$ cat config.mk
export PLATFORM = sky130hd
export DESIGN_NAME = core_lsu
export DESIGN_NICKNAME = d
export VERILOG_FILES = /design/src/rtl/core_lsu.sv
export SDC_FILE = /design/constraint.sdc
export NUM_CORES = 1
export LEC_CHECK = 0
export CORE_MARGIN = 5
export CORE_UTILIZATION = 40
export CTS_BUF_LIST = sky130_fd_sc_hd__clkbuf_4
export DETAILED_ROUTE_END_ITERATION = 6
export SLEW_MARGIN = 25
export SYNTH_ARGS = -nofsm -noshare
export SYNTH_HDL_FRONTEND = slang
export SYNTH_SLANG_ARGS = --single-unit
$ cat constraint.sdc
create_clock -name clk -period 2 [get_ports clk]
set_clock_uncertainty 0.05 [all_clocks]
set_input_delay 0.3 -clock clk [delete_from_list [all_inputs] [get_ports clk]]
set_output_delay 0.3 -clock clk [all_outputs]
set_load 0.005 [all_outputs]
$ cat src/rtl/core_lsu.sv
// -----------------------------------------------------------------------------
// core_lsu : load/store unit for the core's M stage.
//
// Stores are placed in an in-order store buffer and retire to memory in the
// background, so a store never waits for the memory port. Loads are either
// forwarded from the buffer (optional) or wait for the buffer to drain and
// then read the shared data memory.
//
// Optional feature macro: LSU_STORE_FWD_EN
//   defined   : a load that matches a buffered store returns the youngest
//               matching data one cycle after acceptance, no memory access.
//   undefined : every load drains the buffer and then reads memory; the
//               address compare logic is not built.
//
// Parameters
//   DATA_WIDTH  data width (default 8)
//   ADDR_WIDTH  address width (default 12)
//   SB_DEPTH    store-buffer entries, power of two, >= 2 (default 4)
//
// Ports
//   clk, reset          clock, synchronous active-high reset
//   req_valid/op/addr/wr_data, req_ready
//                       pipeline request (op 01 = LD, 10 = ST, else no-op)
//   ld_valid, ld_data   load result pulse / held load data
//   sb_empty, sb_count  buffer status
//   enable_M, addr_M, wr_data_M, rd_data_M, ready_M
//                       memory port (enable 01 = read, 10 = write, 00 = idle)
// -----------------------------------------------------------------------------
module core_lsu #(
    parameter int DATA_WIDTH = 8,
    parameter int ADDR_WIDTH = 12,
    parameter int SB_DEPTH   = 4
) (
    input  logic                          clk,
    input  logic                          reset,
    input  logic                          req_valid,
    input  logic [1:0]                    req_op,
    input  logic [ADDR_WIDTH-1:0]         req_addr,
    input  logic [DATA_WIDTH-1:0]         req_wr_data,
    output logic                          req_ready,
    output logic                          ld_valid,
    output logic [DATA_WIDTH-1:0]         ld_data,
    output logic                          sb_empty,
    output logic [$clog2(SB_DEPTH):0]     sb_count,
    output logic [1:0]                    enable_M,
    output logic [ADDR_WIDTH-1:0]         addr_M,
    output logic [DATA_WIDTH-1:0]         wr_data_M,
    input  logic [DATA_WIDTH-1:0]         rd_data_M,
    input  logic                          ready_M
);

    localparam int PW = $clog2(SB_DEPTH);
    localparam int CW = PW + 1;

    localparam logic [CW-1:0] CNT_ZERO = {CW{1'b0}};
    localparam logic [CW-1:0] CNT_ONE  = CW'(1);
    localparam logic [CW-1:0] CNT_FULL = CW'(SB_DEPTH);
    localparam logic [PW-1:0] PTR_ONE  = PW'(1);

    localparam logic [1:0] OP_LD   = 2'b01;
    localparam logic [1:0] OP_ST   = 2'b10;
    localparam logic [1:0] EN_IDLE = 2'b00;
    localparam logic [1:0] EN_RD   = 2'b01;
    localparam logic [1:0] EN_WR   = 2'b10;

    typedef enum logic [1:0] {
        RUN      = 2'd0,
        LD_DRAIN = 2'd1,
        LD_ISSUE = 2'd2,
        LD_RESP  = 2'd3
    } state_t;

    state_t                 state_r, state_s;
    logic [ADDR_WIDTH-1:0]  sb_addr_r [SB_DEPTH];
    logic [DATA_WIDTH-1:0]  sb_data_r [SB_DEPTH];
    logic [PW-1:0]          head_r, tail_r;
    logic [CW-1:0]          count_r;
    logic [ADDR_WIDTH-1:0]  ld_addr_r;
    logic [DATA_WIDTH-1:0]  ld_data_r;
    logic                   ld_valid_r;

    logic                   req_ready_s;
    logic [1:0]             enable_s;
    logic [ADDR_WIDTH-1:0]  addr_s;
    logic [DATA_WIDTH-1:0]  wdata_s;
    logic                   accept_s, st_acc_s, ld_acc_s, retire_s, drained_s;
    logic                   fwd_hit_s;
    logic [DATA_WIDTH-1:0]  fwd_data_s;

    assign accept_s = req_valid & req_ready_s;
    assign st_acc_s = accept_s & (req_op == OP_ST);
    assign ld_acc_s = accept_s & (req_op == OP_LD);
    assign retire_s = ready_M & (enable_s == EN_WR);
    // The buffer is (or becomes at this edge) empty with no write left over.
    assign drained_s = (count_r == CNT_ZERO) | ((count_r == CNT_ONE) & retire_s);

    // Port-side outputs: derived from the registered state and count only.
    always_comb begin
        req_ready_s = 1'b0;
        enable_s    = EN_IDLE;
        addr_s      = sb_addr_r[head_r];
        wdata_s     = sb_data_r[head_r];
        case (state_r)
            RUN: begin
                req_ready_s = (count_r != CNT_FULL);
                if (count_r != CNT_ZERO) begin
                    enable_s = EN_WR;
                end else begin
                    enable_s = EN_IDLE;
                end
            end
            LD_DRAIN: begin
                if (count_r != CNT_ZERO) begin
                    enable_s = EN_WR;
                end else begin
                    enable_s = EN_IDLE;
                end
            end
            LD_ISSUE: begin
                enable_s = EN_RD;
                addr_s   = ld_addr_r;
                wdata_s  = {DATA_WIDTH{1'b0}};
            end
            LD_RESP: begin
                enable_s = EN_IDLE;
            end
            default: begin
                enable_s = EN_IDLE;
            end
        endcase
    end

`ifdef LSU_STORE_FWD_EN
    logic [SB_DEPTH-1:0] fwd_match_s;

    // Per-slot match in age order (slot k = k-th oldest entry).
    always_comb begin
        fwd_match_s = {SB_DEPTH{1'b0}};
        for (int k = 0; k < SB_DEPTH; k++) begin
            fwd_match_s[k] = (CW'(k) < count_r) &&
                             (sb_addr_r[head_r + PW'(k)] == req_addr);
        end
    end

    // Youngest match wins: later (younger) slots overwrite earlier ones.
    always_comb begin
        fwd_hit_s  = |fwd_match_s;
        fwd_data_s = {DATA_WIDTH{1'b0}};
        for (int k = 0; k < SB_DEPTH; k++) begin
            fwd_data_s = fwd_match_s[k] ? sb_data_r[head_r + PW'(k)] : fwd_data_s;
        end
    end
`else
    assign fwd_hit_s  = 1'b0;
    assign fwd_data_s = {DATA_WIDTH{1'b0}};
`endif

    // Next-state logic of the load sequencing FSM.
    always_comb begin
        state_s = state_r;
        case (state_r)
            RUN: begin
                if (ld_acc_s && !fwd_hit_s) begin
                    if (drained_s) begin
                        state_s = LD_ISSUE;
                    end else begin
                        state_s = LD_DRAIN;
                    end
                end else begin
                    state_s = RUN;
                end
            end
            LD_DRAIN: begin
                if (drained_s) begin
                    state_s = LD_ISSUE;
                end else begin
                    state_s = LD_DRAIN;
                end
            end
            LD_ISSUE: begin
                if (ready_M) begin
                    state_s = LD_RESP;
                end else begin
                    state_s = LD_ISSUE;
                end
            end
            LD_RESP: begin
                state_s = RUN;
            end
            default: begin
                state_s = RUN;
            end
        endcase
    end

    // Control registers: FSM state, FIFO pointers/count, load result.
    always_ff @(posedge clk) begin
        if (reset) begin
            state_r    <= RUN;
            head_r     <= {PW{1'b0}};
            tail_r     <= {PW{1'b0}};
            count_r    <= CNT_ZERO;
            ld_addr_r  <= {ADDR_WIDTH{1'b0}};
            ld_data_r  <= {DATA_WIDTH{1'b0}};
            ld_valid_r <= 1'b0;
        end else begin
            state_r    <= state_s;
            ld_valid_r <= 1'b0;
            if (st_acc_s) begin
                tail_r <= tail_r + PTR_ONE;
            end
            if (retire_s) begin
                head_r <= head_r + PTR_ONE;
            end
            case ({st_acc_s, retire_s})
                2'b10:   count_r <= count_r + CNT_ONE;
                2'b01:   count_r <= count_r - CNT_ONE;
                default: count_r <= count_r;
            endcase
            if (ld_acc_s) begin
                ld_addr_r <= req_addr;
            end
            if (ld_acc_s && fwd_hit_s) begin
                ld_data_r  <= fwd_data_s;
                ld_valid_r <= 1'b1;
            end else if ((state_r == LD_ISSUE) && ready_M) begin
                ld_data_r  <= rd_data_M;
                ld_valid_r <= 1'b1;
            end
        end
    end

    // Buffer storage: an accepted store is written at the tail slot.
    always_ff @(posedge clk) begin
        if (st_acc_s) begin
            sb_addr_r[tail_r] <= req_addr;
            sb_data_r[tail_r] <= req_wr_data;
        end
    end

    assign req_ready = req_ready_s;
    assign enable_M  = enable_s;
    assign addr_M    = addr_s;
    assign wr_data_M = wdata_s;
    assign ld_valid  = ld_valid_r;
    assign ld_data   = ld_data_r;
    assign sb_count  = count_r;
    assign sb_empty  = (count_r == CNT_ZERO) & (enable_s != EN_WR);

endmodule
==> metrics.txt <==
antenna-violating nets left=0; Rows=38; Synth warnings=0; power per cell area=1050 nW/um^2; first-pass GRT wire length=15,600 um; DRT Pass-1 Iters=4; violated checks=setup timing; asr flop ratio synth=0%; design area=5930 sq um; Slew HR=75.6%; Routability Congestion=0.744; Placed Cells=531; Seq/Total Area, Yosys=68.7%; clk_lat worst skew=0.45 ns; Pint=4.49 mW; CP endpoint kind=primary output; endpoints failing hold=0; CTS Buffer Depth=2; maximum clock frequency=442 MHz; root buf cell=clkbuf_4; top-area cell type share of the netlist area=54.2%; WL final=9920 um; post-route minimum period=2.26 ns; Die Ht=115 um; CP max FO=7; DP HPWL=6340 um; clock transition at the registers of the reported paths=0.16 ns; most numerous cell in the Yosys netlist=edfxtp_1; Post-synth EDFFs=80; largest net degree at the start of global routing=32; Area growth, synth to finish=33.8%; Setup Slack @ Placement=-0.0613 ns; gr ovfl total=0; vias in the first global route=3,053; Synth area leaders=edfxtp_1 (54%), dfxtp_1 (14%), mux4_2 (10%); antenna violations before repair=0; CP Data Required Time=1.65 ns; unique cell type count in the Yosys netlist=31; LEAKAGE=2.13 nW; #FFs+latches synth=112; DRC Markers=0; Sink Count=112; Worst Path Class, Setup=register to primary output; Initial Utilization=40.9%; nets=466; Main synth FF type=edfxtp_1; CTS tree=built; Vias=2,863; synth cell count leaders=edfxtp_1 (80), nand2_1 (69), dfxtp_1 (32); Logic pwr share=38.3%; WP data arrival=1.91 ns; setup violators final=20; RSZ-0062 raised after global routing=yes; Cell Area, Synth=4430 sq um; full die area=13,300 sq um; share of cells above drive strength 1=30.8%; port bufs=69; Syn Inst Count=309; Mapped Nets=352; Clock H-tree levels=3; gr usage total=15.7%; period utilization=113%; drt wl/cell=17.4 um; sw power=1.77 mW; Hold/Removal Path Class=primary input to register; worst slew pin tran=0.366 ns; max-slew violations=0; status=complete, but fails checks; crit path launch type=register; Max-cap violations=0; mean post-synth cell area=14.3 sq um; Clock power frac=18.2%; cts hold-fix bufs=0; vias per inst=5.03; Iteration-0 DRC Markers=183; total CTS buffers=9; post-place instance area=5530 sq um; Die Width=115 um; VDD IR max=414 uV; cell taking the most area after synthesis=edfxtp_1; # IOs=70; Switching Fraction=28.3%; final non-filler cell total=569; Flop pwr share=43.5%; Setup WS post-layout=-0.264 ns; core area=10,800 sq um
worst paths after layout:
path | start | to | slack [ns] | depth (start not counted)
worst min-delay path | rd_data_M[6] | ld_data[6] | 0.34 | 3
worst max-delay path | register | wr_data_M[4] | -0.26 | 5
worst max register to register | sb_count[1] | sb_count[2] | 0.02 | 9
worst min register to register | ld_addr_r[0] | ld_addr_r[0] | 0.42 | 2
registers in the layout, summed over array words and instances, names as in the netlist, named ones only:
signal,count
sb_data_r,32
sb_count,3
ld_addr_r,12
sb_addr_r,48
state_r,2
tail_r,2
head_r,2
ld_valid,1
ld_data,8
critical path: stages, from the launching register on:
cell	delay (ns)
dfxtp_4	0.43
buf_12	0.14
buf_6	0.10
mux4_2	0.49
and2_4	0.18
buf_6	0.11
cell usage in the layout, fill, tap and decap left out, types with 3 or more instances in the layout:
cell and count:
edfxtp_1 80, nand2_1 66, clkdlybuf4s50_1 45, buf_4 27, dfxtp_1 26, a21oi_1 23
buf_6 21, mux4_2 20, buf_2 13, clkbuf_4 11, nor2_1 9, nand3_1 8
ha_1 7, and2_4 6, buf_12 5, inv_1 4, inv_4 3, nand2_2 3
and2_2 3, xnor2_1 3, o21ai_0 3, dfxtp_4 3, buf_8 3, dfxtp_2 3
area by class of cell:
cell class | count | area, sq um
clock inverter | 5 | 55.1
inverter | 7 | 33.8
timing repair buffer | 118 | 1160
fill | 922 | 4910
antenna | 1 | 2.50
tap | 140 | 175
multi-input combinational | 175 | 1360
sequential | 112 | 3060
clock buffer | 11 | 82.6
power groups by stage:
stage | sequential (mW) | clock, mW | combinational (mW)
after floorplan | 2.73 | 0 | 1.01
final | 2.72 | 1.14 | 2.40
after global placement | 2.74 | 0 | 1.98
after CTS | 2.72 | 1.17 | 2.31
after global routing | 2.74 | 1.28 | 2.60
after detailed placement | 2.75 | 0 | 1.99
kinds of logic (layout without fill, tap and decap cells):
group	count (synthesis)	count (layout)	share of synthesized area [%]
xor gates and xnor gates	5	5	0.989
adders and majority gates	9	9	2.54
AOI/OAI and AO/OA	31	31	4.01
DFF	112	112	68.7
buffers and inverters	22	141	2.15
muxes	22	22	10.6
and+or+nand+nor	108	108	11.0
other	0	1	0
metal layers:
| metal | wire [um] | part of all wire [%] | GRT usage (%) | up-vias |
|---|---|---|---|---|
| li1 | - | - | - | 1349 |
| met1 | 4190 | 42 | 19.4 | 1430 |
| met2 | 5070 | 51 | 26.2 | 67 |
| met3 | 464 | 4.7 | 4.37 | 17 |
| met4 | 192 | 1.9 | 6.03 | 0 |
| met5 | 0 | 0 | 0 | - |
stage by stage:
| stage | TNS [ns] | power, mW | hold slack, ns | util, % |
|---|---|---|---|---|
| after global routing | -6.43 | 6.61 | 0.286 | 54.7 |
| after global placement | -0.149 | 4.72 | 0.392 | 51.1 |
| final | -3.96 | 6.25 | 0.340 | 54.7 |
| after CTS | -4.64 | 6.20 | 0.304 | 54.1 |
| after detailed placement | -0.500 | 4.74 | 0.398 | 51.1 |
| after floorplan | 0 | 3.75 | 0.321 | - |
timing repair:
action	CTS	global route
pin swaps	23	4
endpoints found under the setup margin	25	25
gates cloned	1	0
buffers inserted	19	1
gates resized for setup	120	18
No activity file was read; power rests on OpenSTA's default activity.
